<file path="src/rtl/miriscv_hazard_ctrl.sv">
// Pipeline control for miriscv: boot sequencing, fetch/decode stall and kill,
// plus an in-order load/store scoreboard that interlocks decode on pending loads.
module miriscv_hazard_ctrl #(
  parameter int GPR_ADDR_WIDTH  = 5,
  parameter int BOOT_DELAY      = 2,
  parameter int MAX_OUTSTANDING = 2,
  parameter int CNT_WIDTH       = 16
) (
  input  logic                               clk_i,
  input  logic                               rst_i,
  input  logic                               d_valid_i,
  input  logic [GPR_ADDR_WIDTH-1:0]          d_rs1_addr_i,
  input  logic [GPR_ADDR_WIDTH-1:0]          d_rs2_addr_i,
  input  logic                               d_rs1_re_i,
  input  logic                               d_rs2_re_i,
  input  logic [GPR_ADDR_WIDTH-1:0]          d_rd_addr_i,
  input  logic                               d_wb_we_i,
  input  logic                               d_mem_req_i,
  input  logic                               d_mem_we_i,
  input  logic                               d_branch_i,
  input  logic                               d_jal_i,
  input  logic                               d_jalr_i,
  input  logic                               branch_des_i,
  input  logic                               lsu_issue_i,
  input  logic                               data_rvalid_i,
  input  logic                               lsu_stall_i,
  input  logic                               mdu_stall_i,
  output logic                               cu_boot_addr_load_en_o,
  output logic                               cu_stall_f_o,
  output logic                               cu_stall_d_o,
  output logic                               cu_kill_f_o,
  output logic                               lsu_wb_we_o,
  output logic [GPR_ADDR_WIDTH-1:0]          lsu_wb_rd_addr_o,
  output logic [$clog2(MAX_OUTSTANDING+1)-1:0] sb_count_o,
  output logic                               sb_overflow_o,
  output logic                               sb_underflow_o,
  output logic [CNT_WIDTH-1:0]               stall_cycles_o
);

  localparam int CW = $clog2(MAX_OUTSTANDING+1);
  localparam int PW = (MAX_OUTSTANDING > 1) ? $clog2(MAX_OUTSTANDING) : 1;
  localparam int BW = $clog2(BOOT_DELAY+1);

  typedef struct packed {
    logic                      valid;
    logic                      is_load;
    logic [GPR_ADDR_WIDTH-1:0] rd;
  } sb_entry_t;

  sb_entry_t     sb [MAX_OUTSTANDING];
  logic [PW-1:0] wr_ptr, rd_ptr;
  logic [BW-1:0] boot_cnt;
  logic          boot_en, empty, full, do_push, do_pop;
  logic          hz, fb, stall;
  sb_entry_t     head;

  function automatic logic [PW-1:0] ptr_inc(input logic [PW-1:0] p);
    return (p == PW'(MAX_OUTSTANDING-1)) ? '0 : p + 1'b1;
  endfunction

  assign boot_en = boot_cnt < BW'(BOOT_DELAY);
  assign empty   = sb_count_o == '0;
  assign full    = sb_count_o == CW'(MAX_OUTSTANDING);
  assign do_pop  = data_rvalid_i & ~empty;
  // a pop in the same cycle frees the slot, so push is accepted even when full
  assign do_push = lsu_issue_i & (~full | do_pop);
  assign head    = sb[rd_ptr];

  always_ff @(posedge clk_i) begin
    if (rst_i) begin
      boot_cnt       <= '0;
      wr_ptr         <= '0;
      rd_ptr         <= '0;
      sb_count_o     <= '0;
      sb_overflow_o  <= 1'b0;
      sb_underflow_o <= 1'b0;
      stall_cycles_o <= '0;
      for (int i = 0; i < MAX_OUTSTANDING; i++) sb[i] <= '0;
    end else begin
      if (boot_en) boot_cnt <= boot_cnt + 1'b1;
      if (do_pop) begin
        sb[rd_ptr].valid <= 1'b0;
        rd_ptr           <= ptr_inc(rd_ptr);
      end
      // placed after the pop so a full push+pop onto the same slot keeps the new entry
      if (do_push) begin
        sb[wr_ptr] <= '{valid: 1'b1, is_load: ~d_mem_we_i, rd: d_rd_addr_i};
        wr_ptr     <= ptr_inc(wr_ptr);
      end
      sb_count_o <= sb_count_o + CW'(do_push) - CW'(do_pop);
      if (lsu_issue_i & full & ~data_rvalid_i) sb_overflow_o  <= 1'b1;
      if (data_rvalid_i & empty)               sb_underflow_o <= 1'b1;
      if (stall & ~boot_en & (stall_cycles_o != '1))
        stall_cycles_o <= stall_cycles_o + 1'b1;
    end
  end

  always_comb begin
    hz = 1'b0;
    for (int i = 0; i < MAX_OUTSTANDING; i++) begin
      if (sb[i].valid && sb[i].is_load && (sb[i].rd != '0) &&
          ((d_rs1_re_i && (d_rs1_addr_i == sb[i].rd)) ||
           (d_rs2_re_i && (d_rs2_addr_i == sb[i].rd)) ||
           (d_wb_we_i  && (d_rd_addr_i  == sb[i].rd))))
        hz = 1'b1;
    end
    hz = hz & d_valid_i;
  end

  assign fb    = d_valid_i & d_mem_req_i & full & ~data_rvalid_i;
  assign stall = boot_en | hz | fb | lsu_stall_i | mdu_stall_i;

  assign cu_boot_addr_load_en_o = boot_en;
  assign cu_stall_f_o           = stall;
  assign cu_stall_d_o           = stall;
  assign cu_kill_f_o            = d_valid_i & ~boot_en & ~hz &
                                  ((d_branch_i & branch_des_i) | d_jal_i | d_jalr_i);
  assign lsu_wb_we_o            = data_rvalid_i & head.valid & head.is_load;
  assign lsu_wb_rd_addr_o       = head.valid ? head.rd : '0;

endmodule

</file>
<file path="config.mk">
export PLATFORM = sky130hd
export DESIGN_NAME = miriscv_hazard_ctrl
export DESIGN_NICKNAME = d
export VERILOG_FILES = /design/src/rtl/miriscv_hazard_ctrl.sv
export SDC_FILE = /design/constraint.sdc
export NUM_CORES = 1
export LEC_CHECK = 0
export BUFFER_PORTS_ARGS = -buffer_cell sky130_fd_sc_hd__buf_4
export CORE_MARGIN = 5
export CORE_UTILIZATION = 53
export DETAILED_ROUTE_END_ITERATION = 16
export PLACE_DENSITY = 0.79
export SYNTH_ARGS = -nofsm -noshare
export SYNTH_HDL_FRONTEND = slang
export SYNTH_SLANG_ARGS = --single-unit
</file>
<file path="constraint.sdc">
create_clock -name clk_i -period 2.87 [get_ports clk_i]
set_input_delay 0.574 -clock clk_i [delete_from_list [all_inputs] [get_ports clk_i]]
set_output_delay 0.574 -clock clk_i [all_outputs]
set_load 0.03 [all_outputs]
</file>
==> results of run 1 <==
==> final cells by class <==
| type | instances | area (µm²) | area share [%] |
|---|---|---|---|
| Timing Repair Buffer | 69 | 518 | 17.6 |
| Sequential cell | 39 | 901 | 30.5 |
| Multi-Input combinational cell | 192 | 1340 | 45.3 |
| Inverter | 4 | 15.0 | 0.509 |
| Tap cell | 50 | 62.6 | 2.12 |
| Clock inverter | 2 | 35.0 | 1.19 |
| Clock buffer | 6 | 82.6 | 2.80 |
==> worst max-delay path, delay by kind of cell, from the launching register on <==
kind / cells / cell delay [ns]
AO/OA/AOI/OAI: 3 / 0.48
flip-flops: 1 / 0.51
buffers and inverters: 2 / 0.33
AND/OR/NAND/NOR: 2 / 0.60
==> sequential cells by signal, summed over array words and instances, names as in the netlist, named ones only <==
signal,cells
sb_underflow_o,1
rd_ptr,1
boot_cnt,2
sb_count_o,2
sb_overflow_o,1
sb,14
stall_cycles_o,16
wr_ptr,1
==> layer usage <==
metal / global-route usage, % / vias to the layer above / wire [µm]
met5: 0 / - / 0
met4: 4.66 / 0 / 69
met3: 4.49 / 8 / 480
met2: 34.6 / 75 / 2740
met1: 24.5 / 1006 / 2230
li1: - / 1031 / -
==> path summary, 6_finish.rpt <==
path,startpoint,end,slack (ns),cells past startpoint
setup reg to reg,sb[0][1],stall_cycles_o[15],0.30,8
setup / recovery,sb[1][4],cu_kill_f_o,0.1,7
hold / removal,sb_overflow_o,sb_overflow_o,0.47,2
hold reg to reg,sb_overflow_o,sb_overflow_o,0.47,2
==> power groups by stage <==
stage	sequential [W]	clock, W	combinational (W)
after floorplan	0.000703	0	0.000225
after global placement	0.000696	0	0.000350
after detailed placement	0.000698	0	0.000356
after CTS	0.000686	0.000475	0.000358
after global routing	0.000694	0.000501	0.000407
final	0.000688	0.000467	0.000372
==> cell usage in the layout, fill, tap and decap left out, types with 4 or more instances in the layout <==
master,Yosys,routed
nand3_1,13,13
or2_2,5,5
nor2_1,19,19
nand4_1,5,5
edfxtp_1,12,12
or4_1,8,8
a21oi_1,11,10
a32o_1,4,4
o211ai_1,4,4
and2_1,11,11
xor2_1,28,28
nor2b_1,7,7
and3_1,4,4
inv_1,4,4
nor4_1,7,5
buf_4,1,69
o31ai_1,5,5
xnor2_1,6,6
dfxtp_1,27,27
o21ai_0,6,6
nand2_1,14,14
nor4_2,2,4
clkbuf_8,0,6
==> repair_timing <==
action,in CTS,in global routing
endpoints found under the setup margin,0,7
setup buffers,0,3
hold buffers,0,0
gates resized for setup,0,7
==> cells by family (layout without fill, tap and decap cells) <==
group | after synthesis | after routing | share of synthesized area, %
flops | 39 | 39 | 39.4
compound gates | 43 | 43 | 13.5
fa+ha+maj | 2 | 2 | 1.10
simple gates | 106 | 106 | 25.9
buf+inv | 15 | 81 | 3.72
mux | 7 | 7 | 3.34
xor+xnor | 34 | 34 | 13.0
==> through the flow <==
step	setup slack, ns	power (W)	area, µm²	setup TNS (ns)
2_1_floorplan	0.268	0.000929	2280	0
3_3_place_gp	0.116	0.00105	2770	0
3_5_place_dp	0.0365	0.00105	2770	0
4_1_cts	0.0268	0.00152	2890	0
5_1_grt	-0.0261	0.00160	2950	-0.0261
6_report	0.0950	0.00153	2950	0
==> out/qor.txt, run 1 <==
Internal - 0.00107 W
Core area - 4090 µm²
Slowest Stage Delay on Critical Path - 0.51 ns
Pin count of the biggest net entering global routing - 34
WP data required - 2.30 ns
Worst Path Max Fanout - 5
Tmin final - 2.77 ns
Clock share of power - 30.6%
Final Hold Viols - 0
Cell Count, Final, Fillers Out - 362
Synth area leaders - dfxtp_1, edfxtp_1, xor2_1
Max Cap Viol - 0
DRT iter0 DRCs - 122
Slowest-stage cell, CP - edfxtp_1
I/O Buffers - 60
Worst EP arrival - 2.20 ns
Initial antenna violation count - 0
Lkg Pwr - 1.21 nW
CTS tree - built
CTS clk-pin slew, worst paths - 0.07 ns
Ports - 61
Max VDD drop - 374 µV
Worst Setup End Kind - primary output
Fill cells - 317
Post-DP HPWL - 3.98 mm
Cell accounting for the most synthesized area - dfxtp_1
Dpl cells - 351
Layout cell share with drive strength beyond 1 - 30.8%
Worst Tran Pin Value - 0.794 ns
Power share of the sequential group - 45.1%
CTS buffer count - 5
Area grow syn2layout - 29.1%
ANT cells - 0
Overflow after GRT - 0
Worst-Skew Late Latency - 0.29 ns
Pins Over Slew Limit - 0
Top FF cell, synth - dfxtp_1
Remaining DRCs - 0
GRT Util Overall - 19.7%
Avg Cell Area, Syn - 9.29 µm²
NetSw - 0.000458 W
RSZ-0062 raised after global routing - true
Sw Ratio - 30.0%
Yosys cell types - 46
Die H - 75.7 µm
Combinational power share - 24.4%
Top cells by count, synth - xor2_1, dfxtp_1, nor2_1
Post-synth ARST share - 0%
Clk sinks - 39
Core Util, Final - 72.2%
Max_slew headroom - 46.5%
Count leader, synth - xor2_1
Clock tree buffer depth - 2
Hold/Removal Path Class - flip-flop to flip-flop
Post-synth EDFFs - 12
DIE AREA - 5720 µm²
Post-DR vias/cell - 5.86
# H-tree levels - 2
Post-synthesis sequential area ratio - 39.4%
Die width - 75.7 µm
Post-synth top area share - 23.7%
Vias - 2120
Final net count - 344
Synth warnings - 0
Critical path startpoint category - flip-flop
Synthesized Nets - 279
Final hold slack - 0.472 ns
1st-pass router iterations - 4
Clock Skew - 0.00563 ns
Period utilization - 96.7%
Wirelength, routed - 5.52 mm
Most used cell, CP - buf_4
Row count - 23
Status - finished, final reports clean
Global-route wire length before repair - 8.71 mm
Final setup fails - 0
Routed Antenna Nets - 0
Fmax - 360 MHz
GPL Wtd Cong - 0.917
Root cell of the clock tree - clkbuf_8
CP Class - flip-flop to primary output
Mapped cell area - 2280 µm²
Initial core utilization - 55.9%
Synth Instances - 246
Worst path cell trace - or4_1 > o211ai_1 > buf_4 > o22ai_2 > a21oi_2 > and3_1 > buf_4
Avg WL per Cell - 15.3 µm
Cell Pwr Density - 518 nW/µm²
Yosys reg bits - 39
Vias in the first global route - 1982
(Power assumes the default switching activity.)
==> run 2: changes to the inputs <==
CORE_ASPECT_RATIO = 1.4   (was unset)
CORE_UTILIZATION = 57   (was 53)
PLACE_DENSITY = 0.85   (was 0.79)
clock period = 3.4 ns   (was 2.87 ns; I/O delays follow)
==> run 2 against run 1 <==
Effect of this change:
- sequential power down 15%
- largest power group unchanged
- critical endpoint unchanged
- final area is 3.3% lower
- global-route usage rose by 1.1 points
- sequential share of layout area increased by 1.0 points
- worst setup slack gained 0.28 ns
==> out/qor.txt, run 2 (synthesis results as in run 1) <==
Commonest cells after routing, fill and taps aside - buf_4, xor2_1, dfxtp_1
Initial core utilization - 58.3%
Biggest register - stall_cycles_o
CTS hold repair buffers - 0
Status - finished, final reports clean
Lkg Pwr - 1.17 nW
Row count - 27
Power share of the sequential group - 46.1%
Worst EP arrival - 2.35 ns
Final net count - 337
Vias in the first global route - 2132
Die width - 63.5 µm
M2 GR Usage - 37.6%
Slowest-stage cell, CP - or4_1
Remaining DRCs - 0
Ports - 61
CTS clk-pin slew, worst paths - 0.07 ns
Cell Count, Final, Fillers Out - 348
Hold/Removal Path Class - flip-flop to flip-flop
Final Hold Viols - 0
Core area - 3920 µm²
Overflow after GRT - 0
Worst-Skew Late Latency - 0.29 ns
Fmax - 330 MHz
Biggest regs - stall_cycles_o: 16 flops, sb: 14 flops
Post-CTS setup repair buffer count - 0
ANT cells - 0
Period utilization - 89.1%
Buf/Inv on CP - 1
Worst Path Max Fanout - 5
GRT Util Overall - 20.8%
DIE AREA - 5390 µm²
Worst R2R Path Depth - 6
Post-DR vias/cell - 5.93
Max VDD drop - 399 µV
CTS tree - built
Top Family by Delay on Critical Path - simple AND/OR/NAND/NOR gates
Worst path cell trace - or4_1 > o211ai_1 > o22ai_1 > a21oi_1 > and3_1 > buf_4
Clock share of power - 30.9%
Clock Skew - 0.00822 ns
Grt peak-use layer - met2
Met3 Usage GRT - 6.36%
Worst Setup End Kind - primary output
Avg WL per Cell - 15.5 µm
Root cell of the clock tree - clkbuf_8
WP data required - 2.72 ns
NetSw - 0.000378 W
Max_slew headroom - 42.4%
Core Util, Final - 72.8%
Layout cell share with drive strength beyond 1 - 27.2%
Pins Over Slew Limit - 0
CTS buffer count - 5
Wirelength, routed - 5.41 mm
Hold Path Stages - 2
Cell Pwr Density - 445 nW/µm²
Clock tree buffer depth - 2
Critical path startpoint category - flip-flop
Post-DP HPWL - 4.19 mm
Most common cell after layout, fill and taps aside - buf_4
Final setup fails - 0
Critical Path Start - sb[1][2]
Largest register FFs - 16
Combinational power share - 23.0%
Pin count of the biggest net entering global routing - 34
Setup TNS - 0 ns
CP Depth - 6
Slowest Stage Delay on Critical Path - 0.58 ns
M1 GR Usage - 21.8%
Area after DPL - 2730 µm²
DRT iter0 DRCs - 93
Vias - 2065
Clk sinks - 39
GPL Wtd Cong - 0.871
Cts repair resizes - 0
I/O Buffers - 60
Max Cap Viol - 0
Global-route wire length before repair - 9.29 mm
# H-tree levels - 2
Sw Ratio - 29.8%
Routed Antenna Nets - 0
CP Class - flip-flop to primary output
Area grow syn2layout - 24.8%
RSZ-0062 raised after global routing - false
Die H - 84.9 µm
Dpl cells - 340
Initial antenna violation count - 0
Tmin final - 3.03 ns
Worst Tran Pin Value - 0.855 ns
HP Start - sb_overflow_o
RR Startpoint - sb[1][2]
Internal - 0.000892 W
Fill cells - 309
1st-pass router iterations - 4
Final Instance Area - 2850 µm²
-- run 2: cell count changes in the layout (fill, tap and decap cells not counted), sizes merged --
cell,delta
buf,-7
-- run 2: worst min-delay path, stage by stage (launching register included) --
cell     delay (ns)
dfxtp_1        0.33
a21oi_1        0.04
nor2_1         0.07
-- run 2: layout make-up --
| type | count | area [µm²] | area share (%) |
|---|---|---|---|
| clock buffers | 6 | 82.6 | 2.90 |
| clock inverters | 2 | 35.0 | 1.23 |
| inverters | 4 | 15.0 | 0.527 |
| multi-input cells | 192 | 1300 | 45.5 |
| flip-flops and latches | 39 | 901 | 31.6 |
| well taps | 43 | 53.8 | 1.89 |
| repair buffers | 62 | 465 | 16.3 |
-- run 2: layer usage --
layer  part of all wire [%]  wire [µm]
met1                     38       2040
met5                      0          0
met4                    2.5        135
met3                    7.3        396
met2                     52       2830
-- run 2: worst paths after layout --
| check | end | slack, ns |
|---|---|---|
| min | sb_overflow_o | 0.48 |
| max reg2reg | stall_cycles_o[0] | 0.56 |
| max | cu_kill_f_o | 0.37 |
| min reg2reg | sb_overflow_o | 0.48 |
-- run 2: power by group through the flow --
stage,clock network (W),logic [W],registers [W]
floorplan,0,0.000190,0.000594
global placement,0,0.000284,0.000593
detailed placement,0,0.000293,0.000594
CTS,0.000399,0.000295,0.000584
global route,0.000421,0.000321,0.000593
finish,0.000392,0.000292,0.000585
-- run 2: per-stage QoR --
stage | power [W] | hold WS [ns] | setup WS (ns)
5_1_grt | 0.00133 | 0.514 | 0.246
6_report | 0.00127 | 0.476 | 0.370
3_3_place_gp | 0.000877 | 0.453 | 0.470
4_1_cts | 0.00128 | 0.485 | 0.369
2_1_floorplan | 0.000784 | 0.453 | 0.660
3_5_place_dp | 0.000887 | 0.468 | 0.424
==> run 3: changes to the inputs <==
CORE_UTILIZATION = 54   (was 57)
CTS_BUF_LIST = sky130_fd_sc_hd__clkbuf_2   (was unset)
PLACE_DENSITY = 0.81   (was 0.85)
clock period = 3.3 ns   (was 3.4 ns; I/O delays follow)
==> run 3 against run 2 <==
Effect of this change:
- flip-flop and latch count did not move
- final area barely moved
- critical path depth rose by 2
- first-iteration DRC count rose by 30%
- power rose by 0.34%
- core utilization fell by 4.4 points
- clock power fell by 6.1%
- global-route usage fell by 0.089 points
- register-to-register slack got worse by 0.04 ns
==> out/qor.txt, run 3 (synthesis results as in run 1) <==
Status - finished, final reports clean
Global-route wire length before repair - 9.21 mm
Worst path cell trace - xor2_1 > nor4_1 > nand3_1 > and3_4 > o22ai_1 > a21oi_1 > and3_1 > buf_4
Avg WL per Cell - 15.6 µm
Critical path startpoint category - flip-flop
Tmin final - 3.14 ns
# H-tree levels - 2
Worst R2R Path Depth - 6
Die H - 87.0 µm
Buf/Inv on CP - 1
CP Class - flip-flop to primary output
Area grow syn2layout - 24.7%
Pins Over Slew Limit - 0
DRT iter0 DRCs - 121
Wirelength, routed - 5.51 mm
1st-pass router iterations - 4
Biggest regs - stall_cycles_o: 16 flops, sb: 14 flops
Initial antenna violation count - 0
Largest register FFs - 16
Commonest cells after routing, fill and taps aside - buf_4, xor2_1, dfxtp_1
Max VDD drop - 259 µV
Final hold slack - 0.496 ns
Initial core utilization - 54.8%
Post-DR vias/cell - 5.85
Area after DPL - 2730 µm²
Worst EP arrival - 2.48 ns
CTS clk-pin slew, worst paths - 0.20 ns
I/O Buffers - 60
Max_slew headroom - 45.2%
CTS tree - built
Most common cell after layout, fill and taps aside - buf_4
Cts repair resizes - 0
Biggest register - stall_cycles_o
Top Family by Delay on Critical Path - simple AND/OR/NAND/NOR gates
Clock tree buffer depth - 2
ANT cells - 0
Die width - 65.0 µm
Vias in the first global route - 1994
Worst Path Max Fanout - 5
Cell Count, Final, Fillers Out - 353
Routed Antenna Nets - 0
Hold/Removal Path Class - flip-flop to flip-flop
Lkg Pwr - 1.18 nW
Worst Tran Pin Value - 0.821 ns
Clock Skew - 0.0135 ns
Row count - 28
Slowest-stage cell, CP - edfxtp_1
GRT Util Overall - 20.7%
Ports - 61
Dpl cells - 341
Final net count - 340
Period utilization - 95.2%
Fmax - 318 MHz
Final Hold Viols - 0
Worst Setup End Kind - primary output
Root cell of the clock tree - clkbuf_2
Clk sinks - 39
GPL Wtd Cong - 0.864
Final Instance Area - 2850 µm²
Remaining DRCs - 0
Hold Path Stages - 2
Setup slack, reg-to-reg - 0.52 ns
Final setup fails - 0
Setup TNS - 0 ns
Layout cell share with drive strength beyond 1 - 27.9%
Core area - 4170 µm²
CP Depth - 8
WP data required - 2.64 ns
Overflow after GRT - 0
Max Cap Viol - 0
Cell Pwr Density - 447 nW/µm²
DIE AREA - 5650 µm²
Vias - 2065
RSZ-0062 raised after global routing - false
Pin count of the biggest net entering global routing - 34
CTS buffer count - 5
Slowest Stage Delay on Critical Path - 0.55 ns
Worst-Skew Late Latency - 0.39 ns
Post-DP HPWL - 4.15 mm
## run 3: final timing paths
| check | start | endpoint |
|---|---|---|
| worst max-delay path | sb[1][4] | cu_kill_f_o |
| worst min-delay path | sb_overflow_o | sb_overflow_o |
| worst max register to register | sb[1][2] | stall_cycles_o[0] |
| worst min register to register | sb_overflow_o | sb_overflow_o |
## run 3: routing by layer
metal	track usage, %	up-vias	routed length, µm
li1	-	1019	-
met1	23.4	965	2260
met2	36.6	69	2800
met3	5.17	12	327
met4	8.85	0	123
met5	0	-	0
## run 3: tightest hold or removal path, cell delays in order, from the launching register on
cell     delay, ns
dfxtp_1       0.37
a21oi_1       0.04
nor2_1        0.07
## run 3: timing repair
item,CTS,global route
setup buffers,0,4
endpoints found under the hold margin,0,0
setup endpoints to repair,0,1
hold buffers,0,0
## run 3: where the power goes
group | internal (W) | switching [W] | total, W
clock | 0.000207 | 0.000160 | 0.000368
sequential | 0.000541 | 0.0000605 | 0.000602
combinational | 0.000136 | 0.000168 | 0.000304
## run 3: stage by stage
step / utilization (%) / setup slack (ns) / total power [W]
after global placement: 65.5 / 0.482 / 0.000904
final: 68.3 / 0.159 / 0.00127
after CTS: 67.6 / 0.0927 / 0.00128
after floorplan: - / 0.600 / 0.000808
after detailed placement: 65.5 / 0.352 / 0.000913
after global routing: 68.3 / 0.00348 / 0.00134
## run 3: cell type report
cell class	instances	area, µm²
Fill cell	351	1320
Multi-Input combinational cell	192	1300
Sequential cell	39	901
Timing Repair Buffer	65	488
Clock inverter	2	60.1
Tap cell	45	56.3
Clock buffer	6	30.0
Inverter	4	15.0
